## config.mk

```make
export PLATFORM = sky130hd
export DESIGN_NAME = cache_ctrl_flat
export DESIGN_NICKNAME = d
export VERILOG_FILES = /design/src/rtl/cache_ctrl_if.sv /design/src/rtl/cache_ctrl.sv /design/src/flat_wrapper.sv
export SDC_FILE = /design/constraint.sdc
export NUM_CORES = 1
export LEC_CHECK = 0
export CAP_MARGIN = 40
export CORE_ASPECT_RATIO = 0.9
export CORE_MARGIN = 2
export CORE_UTILIZATION = 39
export DETAILED_ROUTE_END_ITERATION = 8
export PLACE_DENSITY = 0.9
export SYNTH_ARGS = -nofsm -noshare
export SYNTH_HDL_FRONTEND = slang
export SYNTH_SLANG_ARGS = --single-unit
```

## constraint.sdc

```tcl
create_clock -name clk -period 2.46 [get_ports clk]
set_clock_uncertainty 0.15 [all_clocks]
set_input_delay 0.369 -clock clk [delete_from_list [all_inputs] [get_ports clk]]
set_output_delay 0.369 -clock clk [all_outputs]
set_load 0.01 [all_outputs]
```

## src/rtl/cache_ctrl_if.sv

```systemverilog
`default_nettype none
// ============================================================================
//  Module      : cache_ctrl_if
//  Description : Bundles the CPU request/response, cache-array control and
//                backing-RAM handshake signals of the cache controller.
//                slave  = controller view, master = environment view.
//  Revision    : 1.0  initial release
// ============================================================================
interface cache_ctrl_if #(
    parameter int WIDTH     = 8,
    parameter int WAYS      = 4,
    parameter int RAM_DEPTH = 256
);
    localparam int AW = $clog2(RAM_DEPTH);
    localparam int WW = $clog2(WAYS);

    // CPU side
    logic             req_valid;
    logic             req_we;
    logic [AW-1:0]    req_addr;
    logic [WIDTH-1:0] req_wdata;
    logic             req_ready;
    logic             resp_valid;
    logic [WIDTH-1:0] resp_rdata;

    // Cache arrays
    logic [AW-1:0]    cache_addr;
    logic             cache_re;
    logic             cache_we;
    logic [WW-1:0]    cache_way;
    logic [WIDTH-1:0] cache_wdata;
    logic             cache_hit;
    logic [WW-1:0]    cache_hit_way;
    logic [WIDTH-1:0] cache_rdata;
    logic [WW-1:0]    replace_way;

    // Backing RAM
    logic             mem_req;
    logic             mem_we;
    logic [AW-1:0]    mem_addr;
    logic [WIDTH-1:0] mem_wdata;
    logic             mem_ack;
    logic [WIDTH-1:0] mem_rdata;

    modport slave (
        input  req_valid, req_we, req_addr, req_wdata,
        input  cache_hit, cache_hit_way, cache_rdata, replace_way,
        input  mem_ack, mem_rdata,
        output req_ready, resp_valid, resp_rdata,
        output cache_addr, cache_re, cache_we, cache_way, cache_wdata,
        output mem_req, mem_we, mem_addr, mem_wdata
    );

    modport master (
        output req_valid, req_we, req_addr, req_wdata,
        output cache_hit, cache_hit_way, cache_rdata, replace_way,
        output mem_ack, mem_rdata,
        input  req_ready, resp_valid, resp_rdata,
        input  cache_addr, cache_re, cache_we, cache_way, cache_wdata,
        input  mem_req, mem_we, mem_addr, mem_wdata
    );
endinterface
`default_nettype wire

```

## src/rtl/cache_ctrl.sv

```systemverilog
`default_nettype none
// ============================================================================
//  Module      : cache_ctrl
//  Description : Sequencing FSM for a set-associative, write-through,
//                read-allocate cache. One request at a time: tag lookup,
//                RAM refill on read miss, RAM write for every store.
//                Optional macro CACHE_CTRL_STATS_EN adds saturating
//                hit/miss counters.
//  Revision    : 1.0  initial release
// ============================================================================
module cache_ctrl #(
    parameter int WIDTH      = 8,
    parameter int WAYS       = 4,
    parameter int TOTAL_SIZE = 16,
    parameter int RAM_DEPTH  = 256
) (
    input  logic        clk,
    input  logic        rst,          // asynchronous, active low
    cache_ctrl_if.slave bus
`ifdef CACHE_CTRL_STATS_EN
    ,
    output logic [15:0] hit_count,
    output logic [15:0] miss_count
`endif
);
    localparam int AW = $clog2(RAM_DEPTH);

    // Reject geometries the index/tag split downstream cannot represent
    if (((TOTAL_SIZE % WAYS) != 0) || ((1 << $clog2(WAYS)) != WAYS)) begin : g_cfg_check
        $error("cache_ctrl: WAYS must be a power of two dividing TOTAL_SIZE");
    end

    typedef enum logic [2:0] {
        S_IDLE   = 3'd0,
        S_LOOKUP = 3'd1,
        S_MEM_RD = 3'd2,
        S_FILL   = 3'd3,
        S_MEM_WR = 3'd4,
        S_RESP   = 3'd5
    } state_t;

    state_t           r_state;
    state_t           w_next_state;
    logic             r_we;
    logic [AW-1:0]    r_addr;
    logic [WIDTH-1:0] r_wdata;
    logic [WIDTH-1:0] r_data;

    // State register
    always_ff @(posedge clk or negedge rst) begin
        if (!rst) begin
            r_state <= S_IDLE;
        end else begin
            r_state <= w_next_state;
        end
    end

    // Request latch and read-data capture (from hit lookup or RAM refill)
    always_ff @(posedge clk or negedge rst) begin
        if (!rst) begin
            r_we    <= 1'b0;
            r_addr  <= '0;
            r_wdata <= '0;
            r_data  <= '0;
        end else begin
            if (r_state == S_IDLE && bus.req_valid) begin
                r_we    <= bus.req_we;
                r_addr  <= bus.req_addr;
                r_wdata <= bus.req_wdata;
            end
            if (r_state == S_LOOKUP && !r_we && bus.cache_hit) begin
                r_data <= bus.cache_rdata;
            end
            if (r_state == S_MEM_RD && bus.mem_ack) begin
                r_data <= bus.mem_rdata;
            end
        end
    end

    // Next-state and output decode; every output is idle-low by default
    always_comb begin
        w_next_state     = r_state;
        bus.req_ready    = 1'b0;
        bus.resp_valid   = 1'b0;
        bus.resp_rdata   = '0;
        bus.cache_addr   = '0;
        bus.cache_re     = 1'b0;
        bus.cache_we     = 1'b0;
        bus.cache_way    = '0;
        bus.cache_wdata  = '0;
        bus.mem_req      = 1'b0;
        bus.mem_we       = 1'b0;
        bus.mem_addr     = '0;
        bus.mem_wdata    = '0;

        unique case (r_state)
            S_IDLE: begin
                bus.req_ready = 1'b1;
                if (bus.req_valid) begin
                    w_next_state = S_LOOKUP;
                end
            end
            S_LOOKUP: begin
                bus.cache_addr = r_addr;
                if (bus.cache_hit) begin
                    if (r_we) begin
                        // Update the resident copy, then write through
                        bus.cache_we    = 1'b1;
                        bus.cache_way   = bus.cache_hit_way;
                        bus.cache_wdata = r_wdata;
                        w_next_state    = S_MEM_WR;
                    end else begin
                        // Read strobe also refreshes LRU for this way
                        bus.cache_re = 1'b1;
                        w_next_state = S_RESP;
                    end
                end else begin
                    // Write miss: no allocate, RAM write only
                    w_next_state = r_we ? S_MEM_WR : S_MEM_RD;
                end
            end
            S_MEM_RD: begin
                bus.cache_addr = r_addr;
                bus.mem_req    = 1'b1;
                bus.mem_addr   = r_addr;
                if (bus.mem_ack) begin
                    w_next_state = S_FILL;
                end
            end
            S_FILL: begin
                bus.cache_addr  = r_addr;
                bus.cache_we    = 1'b1;
                bus.cache_way   = bus.replace_way;
                bus.cache_wdata = r_data;
                w_next_state    = S_RESP;
            end
            S_MEM_WR: begin
                bus.cache_addr = r_addr;
                bus.mem_req    = 1'b1;
                bus.mem_we     = 1'b1;
                bus.mem_addr   = r_addr;
                bus.mem_wdata  = r_wdata;
                if (bus.mem_ack) begin
                    w_next_state = S_RESP;
                end
            end
            S_RESP: begin
                bus.cache_addr = r_addr;
                bus.resp_valid = 1'b1;
                bus.resp_rdata = r_we ? '0 : r_data;
                w_next_state   = S_IDLE;
            end
            default: begin
                w_next_state = S_IDLE;
            end
        endcase
    end

`ifdef CACHE_CTRL_STATS_EN
    logic [15:0] r_hit_count;
    logic [15:0] r_miss_count;

    // Saturating hit/miss counters, one step per lookup outcome
    always_ff @(posedge clk or negedge rst) begin
        if (!rst) begin
            r_hit_count  <= 16'd0;
            r_miss_count <= 16'd0;
        end else if (r_state == S_LOOKUP) begin
            if (bus.cache_hit) begin
                if (r_hit_count != 16'hFFFF) begin
                    r_hit_count <= r_hit_count + 16'd1;
                end
            end else begin
                if (r_miss_count != 16'hFFFF) begin
                    r_miss_count <= r_miss_count + 16'd1;
                end
            end
        end
    end

    assign hit_count  = r_hit_count;
    assign miss_count = r_miss_count;
`endif

endmodule
`default_nettype wire

```

## src/flat_wrapper.sv

```systemverilog
// flat-port wrapper written by rule: the top's interface ports become plain ports
module cache_ctrl_flat 
#(
    parameter int WIDTH      = 8,
    parameter int WAYS       = 4,
    parameter int TOTAL_SIZE = 16,
    parameter int RAM_DEPTH  = 256
)
  (clk, rst, bus_req_valid, bus_req_we, bus_req_addr, bus_req_wdata, bus_cache_hit, bus_cache_hit_way, bus_cache_rdata, bus_replace_way, bus_mem_ack, bus_mem_rdata, bus_req_ready, bus_resp_valid, bus_resp_rdata, bus_cache_addr, bus_cache_re, bus_cache_we, bus_cache_way, bus_cache_wdata, bus_mem_req, bus_mem_we, bus_mem_addr, bus_mem_wdata);
  cache_ctrl_if #(.WIDTH(WIDTH), .WAYS(WAYS), .RAM_DEPTH(RAM_DEPTH)) bus_i ();
  input  logic clk;
  input  logic rst;
  input wire logic [$bits(bus_i.req_valid)-1:0] bus_req_valid;
  input wire logic [$bits(bus_i.req_we)-1:0] bus_req_we;
  input wire logic [$bits(bus_i.req_addr)-1:0] bus_req_addr;
  input wire logic [$bits(bus_i.req_wdata)-1:0] bus_req_wdata;
  input wire logic [$bits(bus_i.cache_hit)-1:0] bus_cache_hit;
  input wire logic [$bits(bus_i.cache_hit_way)-1:0] bus_cache_hit_way;
  input wire logic [$bits(bus_i.cache_rdata)-1:0] bus_cache_rdata;
  input wire logic [$bits(bus_i.replace_way)-1:0] bus_replace_way;
  input wire logic [$bits(bus_i.mem_ack)-1:0] bus_mem_ack;
  input wire logic [$bits(bus_i.mem_rdata)-1:0] bus_mem_rdata;
  output wire logic [$bits(bus_i.req_ready)-1:0] bus_req_ready;
  output wire logic [$bits(bus_i.resp_valid)-1:0] bus_resp_valid;
  output wire logic [$bits(bus_i.resp_rdata)-1:0] bus_resp_rdata;
  output wire logic [$bits(bus_i.cache_addr)-1:0] bus_cache_addr;
  output wire logic [$bits(bus_i.cache_re)-1:0] bus_cache_re;
  output wire logic [$bits(bus_i.cache_we)-1:0] bus_cache_we;
  output wire logic [$bits(bus_i.cache_way)-1:0] bus_cache_way;
  output wire logic [$bits(bus_i.cache_wdata)-1:0] bus_cache_wdata;
  output wire logic [$bits(bus_i.mem_req)-1:0] bus_mem_req;
  output wire logic [$bits(bus_i.mem_we)-1:0] bus_mem_we;
  output wire logic [$bits(bus_i.mem_addr)-1:0] bus_mem_addr;
  output wire logic [$bits(bus_i.mem_wdata)-1:0] bus_mem_wdata;
  assign bus_i.req_valid = bus_req_valid;
  assign bus_i.req_we = bus_req_we;
  assign bus_i.req_addr = bus_req_addr;
  assign bus_i.req_wdata = bus_req_wdata;
  assign bus_i.cache_hit = bus_cache_hit;
  assign bus_i.cache_hit_way = bus_cache_hit_way;
  assign bus_i.cache_rdata = bus_cache_rdata;
  assign bus_i.replace_way = bus_replace_way;
  assign bus_i.mem_ack = bus_mem_ack;
  assign bus_i.mem_rdata = bus_mem_rdata;
  assign bus_req_ready = bus_i.req_ready;
  assign bus_resp_valid = bus_i.resp_valid;
  assign bus_resp_rdata = bus_i.resp_rdata;
  assign bus_cache_addr = bus_i.cache_addr;
  assign bus_cache_re = bus_i.cache_re;
  assign bus_cache_we = bus_i.cache_we;
  assign bus_cache_way = bus_i.cache_way;
  assign bus_cache_wdata = bus_i.cache_wdata;
  assign bus_mem_req = bus_i.mem_req;
  assign bus_mem_we = bus_i.mem_we;
  assign bus_mem_addr = bus_i.mem_addr;
  assign bus_mem_wdata = bus_i.mem_wdata;
  cache_ctrl #(.WIDTH(WIDTH), .WAYS(WAYS), .TOTAL_SIZE(TOTAL_SIZE), .RAM_DEPTH(RAM_DEPTH)) u_core (.clk(clk), .rst(rst), .bus(bus_i));
endmodule
```

# Yosys cells after proc, flatten, opt, wreduce, memory -nomap -nowiden
# Cells that the tools add are included.
[word_totals]
register_bits = 28
latch_bits = 0
ramBits = 0
mem_bits_ro = 0
inputBits = 42
output_inout_bits = 48
mem_count = 0
[op_classes]
add_sub_neg = 0
mul = 0
n_div = 0
n_lt_le_gt_ge = 0
n_eq_ne = 8
shifts = 0
mux = 30
bitwise_logic = 0
n_reduce_logical = 10
[op_table]
columns = ["cell", "n"]
rows = [
  ["$mux W8", 9],
  ["$pmux W8 S2", 1],
  ["$mux W3", 5],
  ["$pmux W3 S5", 1],
  ["$mux W1", 10],
  ["$eq A3 B2 Y1 const B", 2],
  ["$eq A3 B3 Y1 const B", 2],
  ["$ne A2 B2 Y1 const B", 3],
  ["$reduce_or A5 Y1", 1],
  ["$logic_and A1 B1 Y1", 4],
  ["$mux W2", 2],
  ["$pmux W2 S2", 1],
  ["$eq A3 B1 Y1 const B", 1],
  ["$logic_not A3 Y1", 1],
  ["$reduce_and A3 Y1", 1],
  ["$pmux W1 S2", 1],
  ["$reduce_bool A2 Y1", 1],
  ["$reduce_or A2 Y1", 1],
  ["$logic_not A1 Y1", 1],
]

# Longest topological paths before layout
# Gate-level depths: netlist (run 1).
[logic_depth]
ltp_word = 5
depth_mapped = 5

# Least setup slack after synthesis (run 1)
# Ideal clock, no wire load.
[synth_timing]
path_type = "register to output"
start = "register u_core.r_state[1]"
end = "output bus_cache_addr[0]"
t_arrival_ps = 1327
setup_slack_ps = 614
path_stages_with_launch = 5
n_path_buf = 1
cell_sequence = "dfrtp_1 buf_4 nor3_1 a21oi_1 and2_1"
[synth_between]
elab_chain_len = 3
word_cells_on_any_way = 7
cone_classes = "5 x eq/ne; 1 x mux; 1 x reduce/logical"
[synth_lines]
columns = ["item", "line", "source"]
rows = [
  ["start: declaration", "cache_ctrl.sv:42", "state_t r_state;"],
  ["start signal: assignment", "cache_ctrl.sv:54", "r_state <= w_next_state;"],
  ["$eq A3 B3 Y1 (tied with other cells)", "cache_ctrl.sv:96", "unique case (r_state)"],
  ["$reduce_or A5 Y1 (no line) *", "n/a", ""],
  ["$mux W8 *", "cache_ctrl.sv:96", ""],
  ["end: declaration", "flat_wrapper.sv:26", "output wire logic [$bits(bus_i.cache_addr)-1:0] bus_cache_addr;"],
]
# Mark *: on every way between the ends. The rest lies on a longest branch, timed or not.

# Worst setup path in the final report (run 1)
[layout_timing]
start = "register u_core.r_state[1]"
end = "output bus_mem_addr[7]"
[layout_between]
elab_chain_len = 3
word_cells_on_any_way = 4
cone_classes = "2 x eq/ne; 1 x mux; 1 x reduce/logical"
[layout_lines]
columns = ["item", "line", "source"]
rows = [
  ["$eq A3 B3 Y1 / $eq A3 B2 Y1 (equally long branches)", "cache_ctrl.sv:96", ""],
  ["$reduce_or A2 Y1 (no line) *", "n/a", ""],
  ["$mux W8 *", "cache_ctrl.sv:96", ""],
  ["end: declaration", "flat_wrapper.sv:33", "output wire logic [$bits(bus_i.mem_addr)-1:0] bus_mem_addr;"],
]
# Marked as above.

==> flow_metrics.py, run 1 <==
metrics = {
    "outcome": {
        "status": "completed",
    },
    "sta": {
        "final_hold_viol_count": 0,
        "setup_viol": 0,
        "grt_setup_unrepaired": "true",
        "maxSlewViolCount": 0,
        "fin_crit_sh_pct": 98.4,
        "fmax_mhz": 413,
        "period_minus_slack_ns": 2.42,
        "relSlewSlack_pct": 75.7,
        "tightest_slew_ns": 0.364,
        "setup_tns_ns": 0,
        "layout_setup_ws_ns": 0.0393,
    },
    "clock_tree": {
        "root_buffer": "clkbuf_8",
        "clkSinkCount": 28,
        "clockBufferDepth": 2,
        "clk_pin_slew_ns": 0.10,
        "cts-buffers-inserted": 3,
        "cts.htree.levels": 1,
        "cts_hold_buf": 0,
        "clkLatencyLatePin_ns": 0.28,
        "tritoncts": "yes",
    },
    "synth": {
        "synth-edff-count": 0,
        "yosysTopAreaCellShare_pct": 41.7,
        "synth_area_leader_cell": "dfrtp_1",
        "synth_common_cells": "dfrtp_1, and2_1, mux2_2, a22o_1, mux2_4",
        "synth_cell_types": 29,
        "syn_inst": 143,
        "synth_seq_cells": 28,
        "synthFlopType": "dfrtp_1",
        "async_reset_ff_share_pct": 100,
        "yosys_warnings": 0,
        "syn_area_per_cell_um2": 11.7,
        "ys_seq_area_share_pct": 41.7,
        "syn-cell-area_mm2": 0.00168,
        "synth_fp_nets": 185,
        "synthTopCellsByArea": "dfrtp_1, mux2_2, and2_1, mux2_4, a22o_1",
        "synth_most_common_cell": "dfrtp_1",
    },
    "setup_path": {
        "rr_startpoint": "u_core.r_state[2]$_DFFE_PN0P_",
        "critical_path_class": "reg -> out",
        "crit_fanout": 9,
        "r2r_cells": 5,
        "critPathArrivalTime_ns": 1.90,
        "crit_path_start_kind": "flop",
        "critPathLaunch": "u_core.r_state[1]$_DFFE_PN0P_",
        "crit_required_ns": 1.94,
        "crit_path_end_kind": "output port",
    },
    "pwr": {
        "p_clk_share_pct": 9.3,
        "p_leak_uw": 0.00147,
        "p_seq_share_pct": 30.3,
        "power_uw": 3070,
        "switching_share_pct": 36.2,
        "internal_power_uw": 1960,
        "switching_power_uw": 1110,
        "peakVddDrop_v": 0.000639,
        "power_density_mw_per_mm2": 1090,
        "power_frac_comb_pct": 60.4,
    },
    "placement": {
        "io_buffer_count": 89,
        "place.gp.congestion": 0.874,
        "place_ws_ns": 0.0623,
        "dpl.hpwl_um": 3510,
        "dpl_cell_area_mm2": 0.00268,
    },
    "global_route": {
        "grt_pass1_wl_um": 7200,
        "antenna_found_initial": 0,
        "grt_start_max_net_pins": 29,
        "grt_pass1_vias": 1493,
        "grt_overflow": 0,
        "grt.total_usage_pct": 19.3,
    },
    "routing": {
        "wl_per_cell_um": 16.2,
        "drc_errors": 0,
        "viasPerCell": 5.03,
        "routed_wl_um": 4720,
        "route.vias.total": 1463,
        "firstDrtPassIters": 4,
        "drt_iter0_drc": 36,
        "antenna_left": 0,
    },
    "final_layout": {
        "syn2layout_area_growth_pct": 68.0,
        "diodes": 0,
        "drive_gt1_share_pct": 25.5,
        "nNetsFinal": 286,
        "postLayoutCellArea_mm2": 0.00282,
    },
    "floorplan": {
        "die_y_um": 66.3,
        "rows": 22,
        "initial_core_util_pct": 40.9,
        "die_w_um": 73.2,
        "core_region_area_mm2": 0.00410,
        "die-area_mm2": 0.00485,
        "num_io_pins": 90,
    },
    "worst_hold_path": {
        "min_path_type": "in -> async",
    },
    "run": {
        "drv_cap": 0,
    },
}
[logic make-up (layout without fill, tap and decap cells)]
kind of cell,Yosys count,in the layout,share of synthesized area (%)
mux,33,33,24.4
compound gates,19,19,9.32
simple gates,52,52,20.8
flops,28,28,41.7
buf+inv,11,111,3.80
[repair_timing]
| action | 4_1_cts | 5_1_grt |
|---|---|---|
| pin swaps | 1 | 0 |
| setup buffers | 1 | 1 |
| endpoints found under the setup margin | 42 | 32 |
| gates resized for setup | 17 | 18 |
[power groups by stage]
| stage | Clock, uW | Combinational (uW) | Sequential (uW) |
|---|---|---|---|
| CTS | 291 | 1850 | 923 |
| floorplan | 0 | 1030 | 833 |
| detailed placement | 0 | 1830 | 926 |
| global route | 310 | 1990 | 967 |
| global placement | 0 | 1790 | 919 |
| finish | 286 | 1860 | 930 |
[state kept, by name, summed over array words and instances, names as in the netlist]
register and count:
u_core.r_addr 8, u_core.r_data 8, u_core.r_wdata 8, u_core.r_state 3
u_core.r_we 1
[final timing paths]
kind | to | slack (ns)
max | bus_mem_addr[7] | 0.04
min | u_core.r_addr[0]$_DFFE_PN0P_ | 0.32
max in group asynchronous | u_core.r_state[1]$_DFFE_PN0P_ | 1.55
min reg2reg | u_core.r_addr[4]$_DFFE_PN0P_ | 0.38
max reg2reg | u_core.r_data[1]$_DFFE_PN0P_ | 0.37
min in group clk | u_core.r_addr[4]$_DFFE_PN0P_ | 0.38
[layout make-up]
class                   instances  area (um^2)
clock buffers                   4         55.1
fillers                       309         1280
inverters                       4         15.0
multi-input cells             104          953
flip-flops and latches         28          703
well taps                      48         60.1
repair buffers                103         1030
[cells in the final DEF, fill, tap and decap left out, types with 4 or more instances in the layout]
master,netlist,routed
dfrtp_1,28,26
dlymetal6s2s_1,0,15
mux2_4,10,10
and3_1,9,8
inv_1,4,4
clkdlybuf4s50_1,0,64
a22o_1,10,10
dlygate4sd2_1,0,10
and2_1,25,25
mux2_2,23,23
clkbuf_8,0,4
buf_4,1,13
nor2_1,4,4
[per-layer routing]
layer	global-route usage [%]	share of wire [%]	up-vias
li1	-	-	710
met1	23.9	43	712
met2	34.0	52	39
met3	4.73	4.8	2
met4	3.94	0.30	0
met5	0	0	-
[worst max-delay path, stage by stage (launching register included)]
cell	delay [ns]
dfrtp_2	0.43
buf_4	0.17
nand2b_1	0.06
a21oi_1	0.15
buf_4	0.17
and2_1	0.12
clkdlybuf4s50_1	0.52
[stage by stage]
stage / util (%) / cells / hold WS, ns
after floorplan: - / 143 / -0.0766
after global placement: 65.4 / 285 / 0.358
after detailed placement: 65.4 / 285 / 0.365
after CTS: 67.2 / 290 / 0.335
after global routing: 68.8 / 291 / 0.367
final: 68.8 / 291 / 0.324
(Power assumes the default switching activity.)
==> run 2: changes to the inputs <==
--- a/config.mk
+++ b/config.mk
@@ -9,6 +9,7 @@
 export CORE_ASPECT_RATIO = 0.9
 export CORE_MARGIN = 2
 export CORE_UTILIZATION = 39
+export CTS_BUF_LIST = sky130_fd_sc_hd__clkbuf_4 sky130_fd_sc_hd__clkbuf_8 sky130_fd_sc_hd__clkbuf_16
 export DETAILED_ROUTE_END_ITERATION = 8
 export PLACE_DENSITY = 0.9
 export SYNTH_ARGS = -nofsm -noshare
==> constraint.sdc (replaced) <==
create_clock -name clk -period 2.46 [get_ports clk]
set_clock_uncertainty 0.15 [all_clocks]
set_input_delay 0.369 -clock clk [delete_from_list [all_inputs] [get_ports clk]]
set_output_delay 0.369 -clock clk [all_outputs]
set_load 0.05 [all_outputs]
==> run 2 against run 1 <==
Net effect:
- register-to-register slack gained 0.11 ns
- non-clock buffer count shrank 8
- via count grew 1.9%
- wire length grew 7.9%
- design area grew 13%
- sequential share of layout area shrank 2.9 points
- power grew 50%
- flip-flop and latch count is the same
- combinational power grew 83%
- largest power group unchanged
==> flow_metrics.py, run 2 (same netlist as run 1, synthesis figures left out) <==
metrics = {
    "run": {
        "drv_cap": 0,
    },
    "setup_path": {
        "crit_path_end_kind": "output port",
        "r2r_end": "u_core.r_data[4]$_DFFE_PN0P_",
        "rrSetupSlack_ns": 0.48,
        "crit_path_start_kind": "flop",
        "critical_path_class": "reg -> out",
        "crit_fanout": 10,
        "rr_startpoint": "u_core.r_state[0]$_DFFE_PN0P_",
        "critPathArrivalTime_ns": 1.85,
        "crit_required_ns": 1.94,
        "r2r_cells": 5,
    },
    "clock_tree": {
        "clk_pin_slew_ns": 0.10,
        "clockBufferDepth": 2,
        "clkLatencyLatePin_ns": 0.27,
        "clkSinkCount": 28,
        "cts.htree.levels": 1,
        "tritoncts": "yes",
        "cts-buffers-inserted": 3,
        "root_buffer": "clkbuf_8",
        "cts_hold_buf": 0,
        "cts_setup_buffers": 0,
    },
    "global_route": {
        "antenna_found_initial": 0,
        "grt_start_max_net_pins": 29,
        "grt_pass1_vias": 1541,
        "grt.total_usage_pct": 21.6,
        "grt_pass1_wl_um": 7960,
        "grt_overflow": 0,
    },
    "placement": {
        "io_buffer_count": 89,
        "dpl.hpwl_um": 3990,
        "dpl.cell_count": 279,
        "place.gp.congestion": 0.875,
    },
    "routing": {
        "viasPerCell": 5.27,
        "routed_wl_um": 5100,
        "firstDrtPassIters": 4,
        "wl_per_cell_um": 18.0,
        "antenna_left": 0,
        "drt_iter0_drc": 61,
        "drc_errors": 0,
        "route.vias.total": 1491,
    },
    "final_layout": {
        "layout_common_cells": "buf_12, clkdlybuf4s50_1, dfrtp_1",
        "largestRegisters": "u_core.r_addr: 8 flops, u_core.r_data: 8 flops, u_core.r_wdata: 8 flops",
        "diodes": 0,
        "syn2layout_area_growth_pct": 89.9,
        "drive_gt1_share_pct": 43.4,
        "fill_cells": 239,
        "nNetsFinal": 278,
        "final_common_cell": "buf_12",
        "finalNonFillerCells": 283,
    },
    "floorplan": {
        "die_w_um": 73.2,
        "rows": 22,
        "die-area_mm2": 0.00485,
        "num_io_pins": 90,
        "core_region_area_mm2": 0.00410,
        "die_y_um": 66.3,
        "initial_core_util_pct": 40.9,
    },
    "sta": {
        "fin_crit_sh_pct": 96.2,
        "period_minus_slack_ns": 2.37,
        "setup_viol": 0,
        "final_hold_viol_count": 0,
        "maxSlewViolCount": 0,
        "relSlewSlack_pct": 68.4,
        "setup_tns_ns": 0,
        "grt_setup_unrepaired": "false",
        "tightest_slew_ns": 0.473,
        "fmax_mhz": 423,
    },
    "pwr": {
        "peakVddDrop_v": 0.00101,
        "power_density_mw_per_mm2": 1450,
        "p_leak_uw": 0.00134,
    },
    "worst_hold_path": {
        "min_path_type": "in -> async",
    },
    "outcome": {
        "status": "completed",
    },
}
run 2: layout make-up:
type / count / area [um^2] / share of cell area, %
multi-input combinational: 104 / 953 / 29.9
sequential: 28 / 702 / 22.0
timing repair buffer: 95 / 1400 / 44.0
inverter: 4 / 15.0 / 0.471
tap: 48 / 60.1 / 1.88
clock buffer: 4 / 55.1 / 1.73
run 2: per-stage QoR:
stage | power, uW | worst slack (ns) | utilization, % | hold slack, ns | cell area [um^2]
5_1_grt | 4820 | 0.00229 | 77.8 | 0.363 | 3190
4_1_cts | 4610 | 0.00490 | 77.3 | 0.334 | 3170
3_3_place_gp | 4230 | 0.185 | 75.7 | 0.355 | 3110
3_5_place_dp | 4300 | 0.151 | 75.7 | 0.361 | 3110
2_1_floorplan | 2730 | 0.0607 | - | -0.0766 | 1690
6_report | 4620 | 0.0943 | 77.8 | 0.332 | 3190
run 2: timing repair:
item                                    CTS  global route
endpoints found under the setup margin   13            30
hold endpoints to repair                  0             0
resized for setup                         2             5
run 2: critical path, stage by stage, from the launching register on:
cell,delay [ns]
dfrtp_1,0.47
buf_4,0.22
nor3b_2,0.42
and3_1,0.30
buf_12,0.15
run 2: per-layer routing:
metal | global-route usage (%) | vias up | wire length (um) | share of wire [%]
li1 | - | 699 | - | -
met1 | 25.9 | 735 | 1990 | 39
met2 | 37.5 | 45 | 2720 | 53
met3 | 5.95 | 12 | 242 | 4.7
met4 | 6.25 | 0 | 143 | 2.8
met5 | 0 | - | 0 | 0
run 2: how the worst max path moves through the flow:
stage / cells past startpoint / to / slack [ns] / from
after floorplan: 4 / bus_cache_addr[0] / 0.06 / u_core.r_state[1]$_DFFE_PN0P_
final: 4 / bus_resp_rdata[1] / 0.09 / u_core.r_state[1]$_DFFE_PN0P_
after global routing: 5 / bus_mem_addr[2] / 0.002 / u_core.r_state[1]$_DFFE_PN0P_
after global placement: 5 / u_core.r_data[1]$_DFFE_PN0P_ / 0.19 / bus_mem_ack
after detailed placement: 5 / u_core.r_data[1]$_DFFE_PN0P_ / 0.15 / bus_mem_ack
after CTS: 4 / bus_cache_wdata[7] / 0.005 / u_core.r_state[2]$_DFFE_PN0P_
run 2: where the power goes:
group	switching, uW	leakage [uW]	internal [uW]	total (uW)
Combinational	1770	0.000982	1630	3400
Clock	137	0.0000288	143	280
Sequential	239	0.000333	698	938
Total	2140	0.00134	2470	4620
